`src/rtl/approx_rc_adder_pipe_pkg.sv`:
```
// approx_adder_pkg: shared mode encodings and the approximation error predicate
// for the approximate ripple-carry adder pipeline.
package approx_adder_pkg;

  localparam logic MODE_EXACT  = 1'b0;
  localparam logic MODE_APPROX = 1'b1;

  // True when an OR-cell over the low k bits differs from the real add,
  // i.e. some bit position below k has both operand bits set.
  function automatic logic approx_err(input logic [63:0] a, input logic [63:0] b,
                                      input int k);
    logic r;
    r = 1'b0;
    for (int i = 0; i < 64; i++)
      if (i < k) r = r | (a[i] & b[i]);
    return r;
  endfunction

endpackage

```
`src/rtl/approx_rc_adder_pipe_if.sv`:
```
// approx_rc_adder_pipe_if: operand/result valid-ready bus of the adder pipe.
//   master: drives operands + mode and out_ready (source/sink side)
//   slave : the adder; drives in_ready and the result beat
interface approx_rc_adder_pipe_if #(parameter int WIDTH = 8);
  logic             in_valid;
  logic             in_ready;
  logic [WIDTH-1:0] in_a;
  logic [WIDTH-1:0] in_b;
  logic             in_mode;
  logic             out_valid;
  logic             out_ready;
  logic [WIDTH:0]   out_sum;
  logic             out_err;

  modport master (output in_valid, in_a, in_b, in_mode, out_ready,
                  input  in_ready, out_valid, out_sum, out_err);
  modport slave  (input  in_valid, in_a, in_b, in_mode, out_ready,
                  output in_ready, out_valid, out_sum, out_err);
endinterface

```
`src/rtl/approx_rc_adder_pipe_rc_segment.sv`:
```
// rc_segment: one combinational SEG-bit slice of the carry chain.
//   a, b   slice operands (global bit offset OFFSET)
//   cin    carry from the previous slice
//   mode   MODE_APPROX turns bits below APPROX_BITS into OR-cells
//   sum    slice sum, cout carry out, err slice contribution to the error flag
module rc_segment
  import approx_adder_pkg::*;
#(
  parameter int SEG         = 4,
  parameter int OFFSET      = 0,
  parameter int APPROX_BITS = 4
) (
  input  logic [SEG-1:0] a,
  input  logic [SEG-1:0] b,
  input  logic           cin,
  input  logic           mode,
  output logic [SEG-1:0] sum,
  output logic           cout,
  output logic           err
);

  // Number of this slice's bits that fall under the approximate region.
  localparam int NK = (APPROX_BITS <= OFFSET)     ? 0 :
                      (APPROX_BITS - OFFSET > SEG) ? SEG : APPROX_BITS - OFFSET;

  always_comb begin
    logic c;
    c   = cin;
    sum = '0;
    for (int i = 0; i < SEG; i++) begin
      if (mode == MODE_APPROX && i < NK) begin
        // OR-cell kills the carry, so the first exact bit sees carry-in 0
        sum[i] = a[i] | b[i];
        c      = 1'b0;
      end else begin
        sum[i] = a[i] ^ b[i] ^ c;
        c      = (a[i] & b[i]) | (c & (a[i] ^ b[i]));
      end
    end
    cout = c;
    err  = (mode == MODE_APPROX) & approx_err(64'(a), 64'(b), NK);
  end

endmodule

```
`src/rtl/approx_rc_adder_pipe.sv`:
```
// approx_rc_adder_pipe: skewed pipeline ripple-carry adder, exact/approx per beat.
//   clk, rst_n   clock, async active-low reset
//   bus          operands/mode in, {carry,sum} + error flag out (valid/ready)
//   err_clr      synchronous clear of err_cnt (wins over a counting delivery)
//   err_cnt      saturating count of delivered beats with out_err = 1
// Stage s adds slice [s*SEG +: SEG] and registers it; the not-yet-added
// operand bits and the mode ride along, shrinking by SEG bits per stage.
module approx_rc_adder_pipe
  import approx_adder_pkg::*;
#(
  parameter int WIDTH       = 8,
  parameter int APPROX_BITS = 4,
  parameter int STAGES      = 2,
  parameter int CNT_W       = 16
) (
  input  logic                  clk,
  input  logic                  rst_n,
  approx_rc_adder_pipe_if.slave bus,
  input  logic                  err_clr,
  output logic [CNT_W-1:0]      err_cnt
);

  localparam int SEG = WIDTH / STAGES;

  // index 0 = incoming beat, index s+1 = register after stage s
  logic [STAGES:0]            vld_pipe, rdy, c_p, err_p;
  logic [STAGES:0][WIDTH-1:0] sum_p;

  assign vld_pipe[0]  = bus.in_valid;
  assign c_p[0]       = 1'b0;
  assign err_p[0]     = 1'b0;
  assign sum_p[0]     = '0;
  assign rdy[STAGES]  = bus.out_ready;
  assign bus.in_ready = rdy[0];

  for (genvar s = 0; s < STAGES; s++) begin : stg
    localparam int RW = WIDTH - s*SEG;  // operand bits still to be added

    logic [RW-1:0]    a_i, b_i;
    logic             m_i;
    logic [SEG-1:0]   s_o;
    logic             c_o, e_o;
    logic [WIDTH-1:0] sum_n, sum_q;
    logic             v_q, c_q, e_q;

    // a stage may load when empty or when its content moves on this cycle
    assign rdy[s] = ~vld_pipe[s+1] | rdy[s+1];

    if (s == 0) begin : src
      assign a_i = bus.in_a;
      assign b_i = bus.in_b;
      assign m_i = bus.in_mode;
    end else begin : src
      assign a_i = stg[s-1].fwd.a_q;
      assign b_i = stg[s-1].fwd.b_q;
      assign m_i = stg[s-1].fwd.m_q;
    end

    rc_segment #(.SEG(SEG), .OFFSET(s*SEG), .APPROX_BITS(APPROX_BITS)) u_seg (
      .a(a_i[SEG-1:0]), .b(b_i[SEG-1:0]), .cin(c_p[s]), .mode(m_i),
      .sum(s_o), .cout(c_o), .err(e_o)
    );

    always_comb begin
      sum_n                = sum_p[s];
      sum_n[s*SEG +: SEG]  = s_o;
    end

    always_ff @(posedge clk or negedge rst_n) begin
      if (!rst_n) begin
        v_q   <= 1'b0;
        c_q   <= 1'b0;
        e_q   <= 1'b0;
        sum_q <= '0;
      end else if (rdy[s]) begin
        v_q   <= vld_pipe[s];
        c_q   <= c_o;
        e_q   <= err_p[s] | e_o;
        sum_q <= sum_n;
      end
    end

    assign vld_pipe[s+1] = v_q;
    assign c_p[s+1]      = c_q;
    assign err_p[s+1]    = e_q;
    assign sum_p[s+1]    = sum_q;

    if (s < STAGES-1) begin : fwd
      logic [RW-SEG-1:0] a_q, b_q;
      logic              m_q;
      always_ff @(posedge clk or negedge rst_n) begin
        if (!rst_n) begin
          a_q <= '0;
          b_q <= '0;
          m_q <= MODE_EXACT;
        end else if (rdy[s]) begin
          a_q <= a_i[RW-1:SEG];
          b_q <= b_i[RW-1:SEG];
          m_q <= m_i;
        end
      end
    end
  end

  assign bus.out_valid = vld_pipe[STAGES];
  assign bus.out_sum   = {c_p[STAGES], sum_p[STAGES]};
  assign bus.out_err   = err_p[STAGES];

  logic deliver;
  assign deliver = bus.out_valid & bus.out_ready;

  always_ff @(posedge clk or negedge rst_n) begin
    if (!rst_n)
      err_cnt <= '0;
    else if (err_clr)
      err_cnt <= '0;
    else if (deliver && bus.out_err && err_cnt != {CNT_W{1'b1}})
      err_cnt <= err_cnt + CNT_W'(1);
  end

endmodule
```
`src/flat_wrapper.sv`:
```
// flat-port wrapper written by rule: the top's interface ports become plain ports
module approx_rc_adder_pipe_flat import approx_adder_pkg::*;
#(
  parameter int WIDTH       = 8,
  parameter int APPROX_BITS = 4,
  parameter int STAGES      = 2,
  parameter int CNT_W       = 16
)
  (clk, rst_n, err_clr, err_cnt, bus_in_valid, bus_in_a, bus_in_b, bus_in_mode, bus_out_ready, bus_in_ready, bus_out_valid, bus_out_sum, bus_out_err);
  approx_rc_adder_pipe_if #(.WIDTH(WIDTH)) bus_i ();
  input  logic clk;
  input  logic rst_n;
  input  logic err_clr;
  output logic [CNT_W-1:0] err_cnt;
  input wire logic [$bits(bus_i.in_valid)-1:0] bus_in_valid;
  input wire logic [$bits(bus_i.in_a)-1:0] bus_in_a;
  input wire logic [$bits(bus_i.in_b)-1:0] bus_in_b;
  input wire logic [$bits(bus_i.in_mode)-1:0] bus_in_mode;
  input wire logic [$bits(bus_i.out_ready)-1:0] bus_out_ready;
  output wire logic [$bits(bus_i.in_ready)-1:0] bus_in_ready;
  output wire logic [$bits(bus_i.out_valid)-1:0] bus_out_valid;
  output wire logic [$bits(bus_i.out_sum)-1:0] bus_out_sum;
  output wire logic [$bits(bus_i.out_err)-1:0] bus_out_err;
  assign bus_i.in_valid = bus_in_valid;
  assign bus_i.in_a = bus_in_a;
  assign bus_i.in_b = bus_in_b;
  assign bus_i.in_mode = bus_in_mode;
  assign bus_i.out_ready = bus_out_ready;
  assign bus_in_ready = bus_i.in_ready;
  assign bus_out_valid = bus_i.out_valid;
  assign bus_out_sum = bus_i.out_sum;
  assign bus_out_err = bus_i.out_err;
  approx_rc_adder_pipe #(.WIDTH(WIDTH), .APPROX_BITS(APPROX_BITS), .STAGES(STAGES), .CNT_W(CNT_W)) u_core (.clk(clk), .rst_n(rst_n), .bus(bus_i), .err_clr(err_clr), .err_cnt(err_cnt));
endmodule
```
`config.mk`:
```
export PLATFORM = sky130hd
export DESIGN_NAME = approx_rc_adder_pipe_flat
export DESIGN_NICKNAME = d
export VERILOG_FILES = /design/src/rtl/approx_rc_adder_pipe_pkg.sv /design/src/rtl/approx_rc_adder_pipe_if.sv /design/src/rtl/approx_rc_adder_pipe_rc_segment.sv /design/src/rtl/approx_rc_adder_pipe.sv /design/src/flat_wrapper.sv
export SDC_FILE = /design/constraint.sdc
export NUM_CORES = 1
export LEC_CHECK = 0
export BUFFER_PORTS_ARGS = -buffer_cell sky130_fd_sc_hd__buf_2
export CORE_ASPECT_RATIO = 2
export CORE_UTILIZATION = 58
export DETAILED_ROUTE_END_ITERATION = 8
export GPL_TIMING_DRIVEN = 1
export PLACE_DENSITY = 0.84
export SLEW_MARGIN = 20
export SYNTH_ARGS = -nofsm -noshare
export SYNTH_HDL_FRONTEND = slang
export SYNTH_SLANG_ARGS = --single-unit
```
`constraint.sdc`:
```
create_clock -name clk -period 3.6 [get_ports clk]
set_input_delay 0.36 -clock clk [delete_from_list [all_inputs] [get_ports clk]]
set_output_delay 0.36 -clock clk [all_outputs]
set_load 0.03 [all_outputs]
```
==> metrics, run 1 <==
first-pass GRT wire length=7.54 mm; Final Hold Viols=0; DRT iter0 DRCs=15; num rows=32; Synth Flop Type=dfrtp_1; Pwr Density=410 nW/um^2; die area=4210 um^2; post-route ant nets=0; post_cts resized=0; CP Class=reg2out; Global Route Usage Sum=24.3%; maximum resistive drop on vdd=0.354 mV; Via density=5.60; hold slack=0.187 ns; Slew @ Worst Pin=0.915 ns; Clock Skew=0.00968 ns; worst skew pair latency=0.30 ns; n_diodes=0; Pleak=1.32 nW; Post-CTS Setup Inserts=0; min cycle time layout=2.24 ns; 1st-pass router iterations=4; synthesized instance count=225; vias in the first global route=1,765; RSZ-0062 raised after global routing=false; clk buf depth=2; Synth Area in XOR/XNOR=0%; total negative slack=0 ns; yosys warns=0; complex-gate fraction of the synthesized area=11.1%; I/O pin cnt=50; top cell type's share of synthesized area=46.0%; main combinational cell family by area after synthesis=simple AND/OR/NAND/NOR gates; Routed WL=4.35 mm; synth top area cells=dfrtp_1 46%, fa_1 6.1%, ha_1 4.9%, a21oi_1 4.6%, nand2_1 4.4%; largest net degree at the start of global routing=43; hold crit path type=in2async; post-synthesis cell area=2280 um^2; CTS tree=built; Reg clk slew, reported paths=0.08 ns; Mapped Nets=263; post-synthesis mux area share=4.27%; GP Congestion=0.855; count leader, synth=dfrtp_1; register area share after synthesis=46.0%; fin crit share=62.3%; DRC=0; ys async rst share=100%; CTS Hold Bufs=0; fillcell total=299; chip width=46.4 um; synth cell count leaders=42 x dfrtp_1, 27 x nand2_1, 21 x a21oi_1; HPWL after detailed placement=3.38 mm; Required @ worst endpoint=3.24 ns; layout cells sized above 1=26.4%; setup violators final=0; Area growth syn-to-layout=14.8%; Die Y-Extent=90.8 um; DR vias=1,814; worst-path maximum fanout=26; clock root buffer master=clkbuf_8; EDFF count, synth=0; initial core utilization=60.1%; grt total ovfl=0; Slew headroom=39.0%; status=completed; I/O Buffers=49; Crit. End Element=output pin; antenna violations before repair=0; crit path DAT=1.88 ns; clock sink count=42; post-synthesis simple-gate area fraction=21.6%; core area=3800 um^2; leading area contributor after synthesis=dfrtp_1; DR WL/cell=13.4 um; Max Fclk=446 MHz; Post-Synth Adder-Cell Area=11.1%; Num CTS Buffers=5; crit path launch type=register; post-synthesis cell type count=41; htree depth=2; register bit total from synthesis=42; Post-layout nets=310; Max-Cap Viols=0; Syn Area/Cell=10.2 um^2; Slew Viols, Final=0
## placed cells by master (no fill, tap or decap)
master	count
buf_2	49
dfrtp_1	42
nand2_1	27
a21oi_1	21
inv_1	20
o21ai_0	15
nor2_1	12
ha_1	9
nand4_1	7
or3_1	7
fa_1	7
mux2_2	6
clkbuf_8	6
nand3_1	4
nor2b_1	3
nand2b_1	3
mux2i_1	3
or4_1	3
o31ai_1	3
nand3b_1	2
nand4_4	2
and3_1	2
and3_2	2
nor3_1	2
and2b_2	1
and4_2	1
a41o_1	1
a41oi_1	1
or2b_1	1
a311oi_1	1
a31o_2	1
and4_1	1
nor3_2	1
o211ai_1	1
nor3b_1	1
a31oi_1	1
or3_2	1
nor4b_4	1
clkbuf_1	1
clkinv_2	1
## cells by family after synthesis
kind of cell,after synthesis
simple gates,84
compound gates,45
flops,42
buf+inv,29
fa+ha+maj,16
mux,9
## per-layer routing
| metal | wire, um | GRT usage, % |
|---|---|---|
| met1 | 1570 | 26.1 |
| met3 | 152 | 5.00 |
| met2 | 2540 | 42.8 |
| met4 | 89 | 9.56 |
| met5 | 0 | 0 |
## area by class of cell
class                   instances  area [um^2]  area share [%]
repair buffers                 49          245            9.35
multi-input cells             154         1100            41.8
well taps                      51         63.8            2.43
clock inverters                 1         5.00           0.191
flip-flops and latches         42         1050            40.1
clock buffers                   7         86.3            3.29
inverters                      20         75.1            2.86
## where the power goes
group | internal [mW] | leakage, nW | switching (mW)
clock network | 0.155 | 0.0482 | 0.156
logic | 0.0728 | 0.743 | 0.145
registers | 0.519 | 0.525 | 0.0276
## worst max-delay path, cell delays in order, from the launching register on
cell and delay (ns):
dfrtp_1 0.41, and2b_2 0.28, nand2_1 0.58, buf_2 0.32
## stage by stage
step           std cells  worst slack [ns]  util [%]  area [um^2]  total power, mW
2_1_floorplan        225              1.37         -         2280            0.705
5_1_grt              324              1.22      68.9         2620             1.13
4_1_cts              324              1.32      68.9         2620             1.09
3_3_place_gp         316              1.32      66.5         2530            0.767
3_5_place_dp         316              1.29      66.5         2530            0.778
6_report             324              1.36      68.9         2620             1.07
## path summary, 6_finish.rpt
check / to / cells after the start / slack [ns] / startpoint
worst max-delay path: bus_in_ready / 3 / 1.36 / u_core.bus.out_valid
worst min-delay path: u_core.err_cnt[4] / 1 / 0.19 / rst_n
worst max register to register: u_core.stg[1].sum_q[7] / 8 / 1.44 / u_core.stg[0].fwd.b_q[0]
worst min register to register: u_core.stg[1].sum_q[1] / 2 / 0.46 / u_core.stg[1].sum_q[1]
max in group asynchronous: u_core.err_cnt[8] / 1 / 2.83 / rst_n
min in group clk: u_core.stg[0].v_q / 2 / 0.25 / bus_in_valid
## registers in the layout, summed over array words and instances, names as in the netlist
register,flops
u_core.bus.out_err,1
u_core.bus.out_valid,1
u_core.stg.fwd.a_q,4
u_core.stg.v_q,1
u_core.err_cnt,16
u_core.stg.fwd.b_q,4
u_core.stg.sum_q,12
u_core.stg.c_q,2
u_core.stg.e_q,1
Power figures use the tool's default switching activity.
==> run 2, diff against run 1 <==
ABC_AREA = 1   (was not set)
CORE_UTILIZATION = 54   (was 58)
PLACE_DENSITY = 0.79   (was 0.84)
clock period = 2.3 ns   (was 3.6 ns; I/O delays follow)
==> run 2 against run 1 <==
Compared with the run above:
- clock skew about the same
- final cell count increased by 22%
- final area increased by 4.5%
- first-iteration DRC count increased to 3.7 times the previous value
- sequential power increased by 56%
- synthesized cell count increased by 29%
- combinational power increased by 63%
- register-to-register slack got worse by 1.3 ns
- area after synthesis increased by 3.3%
- worst setup slack got worse by 1.2 ns
- via count increased by 12%
- die area increased by 11%
==> metrics, run 2 <==
initial core utilization=57.2%; Finished Layout Cells=395; Reg2Reg Launch Point=u_core.stg[0].fwd.a_q[0]; I/O Buffers=49; crit path DAT=2.34 ns; antenna violations before repair=0; total negative slack=0 ns; clock root buffer master=clkbuf_8; Area growth syn-to-layout=16.2%; worst-path maximum fanout=2; GP Congestion=0.890; DR WL/cell=12.8 um; Required @ worst endpoint=2.50 ns; commonest non-fill, non-tap cell in the layout=nand2_1; yosys warns=0; count leader, synth=nand2_1; die area=4650 um^2; Max Fclk=468 MHz; Slew @ Worst Pin=0.926 ns; Post-CTS Setup Inserts=0; FF-to-FF setup slack=0.16 ns; Num CTS Buffers=5; vias in the first global route=2,021; min cycle time layout=2.14 ns; CP Class=reg2reg; core area=4130 um^2; grt total ovfl=0; htree depth=2; Overall Power=1.69 mW; CTS Hold Bufs=0; reg2reg end=u_core.stg[1].sum_q[7]; Synth Flop Type=dfrtp_1; post_cts resized=0; Routed WL=5.07 mm; synth cell count leaders=90 x nand2_1, 42 x dfrtp_1, 37 x inv_1; leading area contributor after synthesis=dfrtp_1; Via density=5.16; number of flip-flops in the largest register=16; post-route ant nets=0; top cell type's share of synthesized area=44.5%; Crit. End Element=register; Slew headroom=38.3%; Slew Viols, Final=0; CTS tree=built; placed insts=387; clock sink count=42; RSZ-0062 raised after global routing=false; chip width=48.7 um; clk buf depth=2; Die Y-Extent=95.5 um; ys async rst share=100%; DRT iter0 DRCs=56; Worst R2R Path Depth=8; fin crit share=93.0%; status=completed; Mapped Nets=329; hold slack=0.0719 ns; Biggest register=u_core.err_cnt; 1st-pass router iterations=5; HPWL after detailed placement=3.93 mm; Final Util=66.4%; Final Hold Viols=0; n_diodes=0; layout cells sized above 1=21.0%; largest net degree at the start of global routing=43; Pwr Density=618 nW/um^2; DRC=0; post-synthesis cell type count=25; synth top area cells=dfrtp_1 45%, nand2_1 14%, fa_1 5.9%, inv_1 5.9%, ha_1 4.8%; Reg clk slew, reported paths=0.08 ns; Syn Area/Cell=8.11 um^2; Global Route Usage Sum=24.1%; largest registers=u_core.err_cnt x16, u_core.stg.sum_q x12; synthesized instance count=291; register bit total from synthesis=42; hold crit path type=in2async; setup violators final=0; I/O pin cnt=50; crit path launch type=register; worst skew pair latency=0.29 ns; Max-Cap Viols=0; DR vias=2,039; Pleak=1.49 nW; EDFF count, synth=0; num rows=33; Post-layout nets=380; register area share after synthesis=44.5%; Clock Skew=0.0100 ns; maximum resistive drop on vdd=0.491 mV; first-pass GRT wire length=8.55 mm; most frequent cells in the layout=90 x nand2_1, 49 x buf_2, 42 x dfrtp_1; post-synthesis cell area=2360 um^2
## run 2: cell families after synthesis
group,count (synthesis),synth area share [%]
AO/OA/AOI/OAI,23,4.88
buffers and inverters,45,7.69
adder cells (fa/ha/maj),16,10.7
AND/OR/NAND/NOR,159,29.5
multiplexers,4,1.91
XOR/XNOR,2,0.742
flip-flops,42,44.5
## run 2: how the worst max path moves through the flow
stage	from	end	slack, ns
floorplan	u_core.stg[0].fwd.b_q[0]	u_core.stg[1].sum_q[7]	0.28
global placement	bus_in_b[0]	u_core.stg[0].sum_q[3]	0.21
detailed placement	bus_in_a[0]	u_core.stg[0].sum_q[3]	0.13
CTS	u_core.stg[0].fwd.a_q[0]	u_core.stg[1].sum_q[7]	0.15
global route	u_core.stg[0].fwd.a_q[0]	u_core.stg[1].sum_q[7]	0.05
finish	u_core.stg[0].fwd.a_q[0]	u_core.stg[1].sum_q[7]	0.16
## run 2: power by group
group	switching [mW]	internal (mW)	total (mW)
Combinational	0.243	0.113	0.356
Clock	0.245	0.242	0.487
Sequential	0.0397	0.811	0.851
## run 2: routing by layer
metal,up-vias,wire length [um],track usage [%]
li1,1014,-,-
met1,957,1800,22.3
met2,58,2950,48.1
met3,10,175,3.67
met4,0,144,14.0
met5,-,0,0
## run 2: worst max-delay path, stage by stage (launching register included)
cell	delay, ns
dfrtp_1	0.36
inv_1	0.10
fa_1	0.18
inv_1	0.05
fa_1	0.37
fa_1	0.37
inv_1	0.07
fa_1	0.40
o21ai_0	0.16
## run 2: per-stage QoR
| stage | setup slack (ns) | cell area (um^2) |
|---|---|---|
| 2_1_floorplan | 0.277 | 2360 |
| 3_3_place_gp | 0.210 | 2650 |
| 3_5_place_dp | 0.130 | 2650 |
| 4_1_cts | 0.147 | 2740 |
| 5_1_grt | 0.0523 | 2740 |
| 6_report | 0.161 | 2740 |
## run 2: cell type report
type	count	area (um^2)
fill	376	1390
multi-input combinational	204	1130
sequential	42	1050
timing repair buffer	52	268
inverter	37	139
clock buffer	7	86.3
tap	52	65.1
clock inverter	1	5.00
